## config.mk

```make
export PLATFORM = sky130hd
export DESIGN_NAME = periph_timer
export DESIGN_NICKNAME = d
export VERILOG_FILES = /design/src/rtl/periph_timer_pkg.sv /design/src/rtl/timer_prescaler.sv /design/src/rtl/periph_timer.sv
export SDC_FILE = /design/constraint.sdc
export NUM_CORES = 1
export LEC_CHECK = 0
export ABC_AREA = 1
export CORE_ASPECT_RATIO = 1.25
export CORE_MARGIN = 1.5
export CORE_UTILIZATION = 35
export CTS_CLUSTER_SIZE = 20
export DETAILED_ROUTE_END_ITERATION = 6
export HOLD_SLACK_MARGIN = 0.05
export PLACE_DENSITY = 0.59
export SYNTH_ARGS = -nofsm -noshare
export SYNTH_HDL_FRONTEND = slang
export SYNTH_SLANG_ARGS = --single-unit
```

## constraint.sdc

```tcl
create_clock -name i_clk -period 4.45 [get_ports i_clk]
set_input_delay 0.89 -clock i_clk [delete_from_list [all_inputs] [get_ports i_clk]]
set_output_delay 0.89 -clock i_clk [all_outputs]
set_load 0.01 [all_outputs]
```

## src/rtl/periph_timer_pkg.sv

```systemverilog
// Shared register map for the periph_timer peripheral: word offsets, CTRL
// and STATUS bit positions, and a helper that assembles the CTRL read value.
package periph_timer_pkg;

    localparam logic [1:0] OFF_CTRL   = 2'd0;
    localparam logic [1:0] OFF_RELOAD = 2'd1;
    localparam logic [1:0] OFF_COUNT  = 2'd2;
    localparam logic [1:0] OFF_STATUS = 2'd3;

    localparam int CTRL_EN        = 0;
    localparam int CTRL_ONESHOT   = 1;
    localparam int CTRL_IRQ_EN    = 2;
    localparam int CTRL_PRESC_LSB = 8;
    localparam int CTRL_PRESC_MSB = 15;

    localparam int STATUS_FLAG = 0;

    // Bits [7:3] are reserved and always read back as zero.
    function automatic logic [15:0] packCtrl(input logic en, input logic oneshot,
                                             input logic irqEn, input logic [7:0] presc);
        logic [15:0] v;
        v = '0;
        v[CTRL_EN] = en;
        v[CTRL_ONESHOT] = oneshot;
        v[CTRL_IRQ_EN] = irqEn;
        v[CTRL_PRESC_MSB:CTRL_PRESC_LSB] = presc;
        return v;
    endfunction

endpackage

```

## src/rtl/timer_prescaler.sv

```systemverilog
// 8-bit prescaler: while enabled, pulses tick_o for one clock every
// presc_i+1 clocks; clear_i restarts the period.
module timer_prescaler (
    input  logic       i_clk,
    input  logic       i_rst,
    input  logic       enable_i,
    input  logic       clear_i,
    input  logic [7:0] presc_i,
    output logic       tick_o
);

    logic [7:0] cnt_q;
    logic [7:0] cnt_d;

    // The >= keeps the period sane if PRESC is lowered below the running count.
    assign tick_o = enable_i & ~clear_i & (cnt_q >= presc_i);

    always_comb begin
        cnt_d = cnt_q;
        if (clear_i) begin
            cnt_d = 8'd0;
        end else if (enable_i) begin
            cnt_d = tick_o ? 8'd0 : cnt_q + 8'd1;
        end
    end

    always_ff @(posedge i_clk) begin
        if (!i_rst) begin
            cnt_q <= 8'd0;
        end else begin
            cnt_q <= cnt_d;
        end
    end

endmodule

```

## src/rtl/periph_timer.sv

```systemverilog
// Bus-mapped periodic/one-shot timer with a reload compare, sticky FLAG
// and a registered level interrupt request.
module periph_timer
    import periph_timer_pkg::*;
#(
    parameter logic [15:0] BASE_ADDR = 16'h0420
) (
    input  logic        i_clk,
    input  logic        i_rst,
    input  logic        i_we,
    input  logic [15:0] i_addr,
    input  logic [15:0] i_data,
    output logic [15:0] o_data,
    output logic        o_irq
);

    logic        en_q, en_d;
    logic        oneshot_q, oneshot_d;
    logic        irqEn_q, irqEn_d;
    logic [7:0]  presc_q, presc_d;
    logic [15:0] reload_q, reload_d;
    logic [15:0] count_q, count_d;
    logic        flag_q, flag_d;
    logic [15:0] rdata_q, rdata_d;
    logic        irq_q, irq_d;

    logic [15:0] offset;
    logic [1:0]  regSel;
    logic        hit;
    logic        ctrlWr, reloadWr, countWr, statusWr;
    logic        enRise, prescClear, tick, flagSet;
    logic [15:0] readMux;

    assign offset   = i_addr - BASE_ADDR;
    assign hit      = offset < 16'd4;
    assign regSel   = offset[1:0];
    assign ctrlWr   = i_we & hit & (regSel == OFF_CTRL);
    assign reloadWr = i_we & hit & (regSel == OFF_RELOAD);
    assign countWr  = i_we & hit & (regSel == OFF_COUNT);
    assign statusWr = i_we & hit & (regSel == OFF_STATUS);

    assign enRise     = ctrlWr & i_data[CTRL_EN] & ~en_q;
    assign prescClear = countWr | enRise;
    // tick is already suppressed by a COUNT write, so that tick can never set FLAG.
    assign flagSet    = tick & (count_q == reload_q);

    timer_prescaler u_prescaler (
        .i_clk    (i_clk),
        .i_rst    (i_rst),
        .enable_i (en_q),
        .clear_i  (prescClear),
        .presc_i  (presc_q),
        .tick_o   (tick)
    );

    always_comb begin
        readMux = '0;
        case (regSel)
            OFF_CTRL:   readMux = packCtrl(en_q, oneshot_q, irqEn_q, presc_q);
            OFF_RELOAD: readMux = reload_q;
            OFF_COUNT:  readMux = count_q;
            OFF_STATUS: readMux[STATUS_FLAG] = flag_q;
            default:    readMux = '0;
        endcase
    end

    always_comb begin
        en_d      = en_q;
        oneshot_d = oneshot_q;
        irqEn_d   = irqEn_q;
        presc_d   = presc_q;
        reload_d  = reload_q;
        count_d   = count_q;
        flag_d    = flag_q;
        rdata_d   = rdata_q;
        irq_d     = flag_q & irqEn_q;

        if (ctrlWr) begin
            en_d      = i_data[CTRL_EN];
            oneshot_d = i_data[CTRL_ONESHOT];
            irqEn_d   = i_data[CTRL_IRQ_EN];
            presc_d   = i_data[CTRL_PRESC_MSB:CTRL_PRESC_LSB];
        end
        if (flagSet & oneshot_q) begin
            en_d = 1'b0;
        end
        if (reloadWr) begin
            reload_d = i_data;
        end
        if (countWr) begin
            count_d = i_data;
        end else if (tick) begin
            count_d = flagSet ? 16'd0 : count_q + 16'd1;
        end
        // A FLAG set event beats a same-cycle write-1-to-clear.
        if (flagSet) begin
            flag_d = 1'b1;
        end else if (statusWr & i_data[STATUS_FLAG]) begin
            flag_d = 1'b0;
        end
        if (!hit) begin
            rdata_d = '0;
        end else if (!i_we) begin
            rdata_d = readMux;
        end
    end

    always_ff @(posedge i_clk) begin
        if (!i_rst) begin
            en_q      <= 1'b0;
            oneshot_q <= 1'b0;
            irqEn_q   <= 1'b0;
            presc_q   <= 8'd0;
            reload_q  <= 16'd0;
            count_q   <= 16'd0;
            flag_q    <= 1'b0;
            rdata_q   <= 16'd0;
            irq_q     <= 1'b0;
        end else begin
            en_q      <= en_d;
            oneshot_q <= oneshot_d;
            irqEn_q   <= irqEn_d;
            presc_q   <= presc_d;
            reload_q  <= reload_d;
            count_q   <= count_d;
            flag_q    <= flag_d;
            rdata_q   <= rdata_d;
            irq_q     <= irq_d;
        end
    end

    assign o_data = rdata_q;
    assign o_irq  = irq_q;

endmodule

```

==> run metrics <==
outcome=finished clean; Buffers on Ports=51; Max-slew headroom=48.33%; CP max stage delay=0.47 ns; Skew-Pair Late Insertion Delay=0.34 ns; Post-DRT Antenna Nets=0; Fmax achieved=352.7 MHz; Avg Vias per Cell=4.902; Hold WC Path Type=reg -> reg; DRT Pass-1 Iters=5; width of the chip=101.7 µm; Cells after Synth=654; Pleak=2.111 nW; Clock Pin Slew Worst Setup and Hold Paths=0.06 ns; Diodes inserted=0; die height=126.3 µm; CTS tree=yes; initial core utilization=36.31%; largest net degree at the start of global routing=30; Bufs and invs on worst path=4; post-CTS resize count=0; post-route setup TNS=0 ns; final net count=733; yosys warns=0; Die ar.=0.01284 mm²; CP Launch Type=primary input; GRT Overall Usage=19.91%; Max FO, Critical Path=22; wire length per cell=14.45 µm; largest delay contributor family on the critical path=buffers and inverters; CTS root buffer=clkbuf_16; post-CTS setup buffer count=0; final worst slack=1.615 ns; post-synthesis mux area share=0%; pre-CTS setup slack=1.288 ns; Async SR Flop Fraction=0%; count of pins over their slew limit=0; critical path type=in -> reg; Core ar.=0.01173 mm²; Post-Synth Adder-Cell Area=3.232%; FILL cells=1256; CTS Buf Count=9; Compound-Gate Fraction of Synth Area=13.08%; Post-Syn Nets=700; simple-gate portion of the synthesized area=33.35%; DRC viols=0; Most used DFF post-synth=dfxtp_1; MaxCap Viol Count=0; Final Hold Vio Count=0; final instance area=0.005084 mm²; EDFF count, synth=0; CTS Buffer Depth=2; total grt overflow=0; placed cell areas=0.004797 mm²; register area share after synthesis=32.44%; HPWL after detailed placement=9.419 mm; Post-Layout Cell Count=853; clk sinks=69; share of layout cells above drive strength 1=6.214%; crit path cell chain=clkdlybuf4s50_1, inv_1, ha_1, nand2_1, nor2_1, nand2_1, nor2_4, nand3_4, inv_2, nand2_2, inv_2, o21ai_0, a21oi_1; number of synthesized register bits=69; RSZ-0062 raised after global routing=no; Period minus WS final=2.835 ns; Area Growth Syn to Fin=19.39%; via count=4181; largest family of logic cells by synthesized area=simple AND/OR/NAND/NOR gates; crit path capture type=register; crit path DAT=3.10 ns; Hold Buf Count CTS=0; period utilization=63.72%; Tightest Pin Transition=0.7743 ns; Setup-failing EPs final=0; fraction of synthesized cell area in xor and xnor cells=4.937%; FP Rows=44; initial antenna violation count=0; number of global-route vias before repair=3845; VDD IR max=0.1532 mV; Avg Cell Area, Syn=6.510 µm²; Ports=52; GPL Wtd Cong=0.8876; P per Cell Area=272.1 mW/mm²; CP max stage cell=clkdlybuf4s50_1; worst endpoint required time=4.72 ns; H-tree levels=3; Routed WL=12.33 mm; Tot Pwr=0.001383 W; drt initial violations=193; first-pass GRT wire length=19.67 mm; post-synth cell types=35; Post-Place Cells=837; synthesized area=0.004258 mm²; clock skew=0.008274 ns
## cell usage after synthesis (7+ instances only)
| library cell | count | area, µm² |
|---|---|---|
| a21oi_1 | 44 | 220.2 |
| o21ai_1 | 19 | 95.09 |
| xor2_1 | 16 | 140.1 |
| buf_2 | 13 | 65.06 |
| o22ai_1 | 10 | 62.56 |
| xnor2_1 | 8 | 70.07 |
| nor2_1 | 67 | 251.5 |
| nand3_1 | 39 | 195.2 |
| inv_1 | 92 | 345.3 |
| o21ai_0 | 8 | 40.04 |
| ha_1 | 11 | 137.6 |
| nand4_1 | 22 | 137.6 |
| nand2_1 | 174 | 653.1 |
| a21oi_2 | 7 | 61.31 |
| dfxtp_1 | 69 | 1381 |
## worst reg2reg max path, cell delays in order (launching register included)
cell	delay, ns
dfxtp_1	0.32
inv_1	0.08
ha_1	0.31
nand2_1	0.07
nor2_1	0.15
nand4_1	0.10
nand3_1	0.11
nand2_2	0.29
inv_1	0.45
nand2_2	0.23
nor2_1	0.16
nor2_1	0.05
nor2_1	0.08
## layer usage
| metal | wire length [µm] | vias to the layer above | global-route usage [%] |
|---|---|---|---|
| met5 | 0 | - | 0 |
| li1 | - | 2151 | - |
| met1 | 5443 | 1901 | 25.49 |
| met3 | 383 | 38 | 2.975 |
| met2 | 6027 | 91 | 32.59 |
| met4 | 474 | 0 | 9.314 |
## cells by family after synthesis
kind of cell,Yosys count
adders and majority gates,11
xor gates and xnor gates,24
DFF,69
and+or+nand+nor,324
buffers and inverters,128
AOI/OAI and AO/OA,98
## through the flow
step           util (%)  hold slack (ns)
6_report          43.35           0.4578
5_1_grt           43.35           0.4736
4_1_cts           43.35           0.4617
3_5_place_dp      40.91           0.4539
3_3_place_gp      40.91           0.4497
2_1_floorplan         -           0.4217
## final timing paths
kind	slack, ns	end	from	cells after the start
worst max-delay path	1.61	reload_q[10]	i_addr[5]	13
worst min-delay path	0.46	o_data[1]	o_data[1]	2
worst max register to register	1.97	count_q[10]	presc_q[7]	12
worst min register to register	0.46	o_data[1]	o_data[1]	2
## cell usage in the layout (no fill, tap or decap), types with 2 or more instances in the layout
cell type | synthesis | layout
nand2_1 | 174 | 174
inv_1 | 92 | 92
dfxtp_1 | 69 | 69
nor2_1 | 67 | 67
clkdlybuf4s50_1 | 0 | 51
a21oi_1 | 44 | 44
nand3_1 | 39 | 39
nand4_1 | 22 | 22
o21ai_1 | 19 | 19
xor2_1 | 16 | 16
ha_1 | 11 | 11
o22ai_1 | 10 | 10
clkbuf_16 | 0 | 9
xnor2_1 | 8 | 8
o21ai_0 | 8 | 8
a21oi_2 | 7 | 7
nor3_1 | 6 | 6
inv_2 | 5 | 5
a211oi_1 | 5 | 5
nor2_4 | 4 | 4
nand2_2 | 4 | 4
and2_1 | 2 | 2
nor3_2 | 2 | 2
o211ai_1 | 2 | 2
clkinvlp_4 | 0 | 2
clkinv_2 | 0 | 2
clkbuf_8 | 0 | 2
buf_4 | 6 | 2
## layout make-up
type	count	area, µm²	area share [%]
clock inverter	5	33.78	0.6645
timing repair buffer	53	525.5	10.34
multi-input combinational	457	2325	45.73
inverter	97	364.1	7.162
sequential	69	1381	27.17
clock buffer	11	252.7	4.972
tap	161	201.4	3.963
## flip-flops by register name (all words and copies together) (netlist names)
name and cells:
count_q 16, o_data 16, reload_q 16, presc_q 8, u_prescaler.cnt_q 8, en_q 1
flag_q 1, irqEn_q 1, o_irq 1, oneshot_q 1
## where the power goes
| group | switching [W] | leakage (nW) | total, W | internal [W] |
|---|---|---|---|---|
| Clock | 0.000281 | 0.138 | 0.000688 | 0.000407 |
| Combinational | 0.0000437 | 1.42 | 0.0000771 | 0.0000334 |
| Sequential | 0.00000000566 | 0.555 | 0.000618 | 0.000618 |
Note: power is estimated with default switching activity, not from simulation.
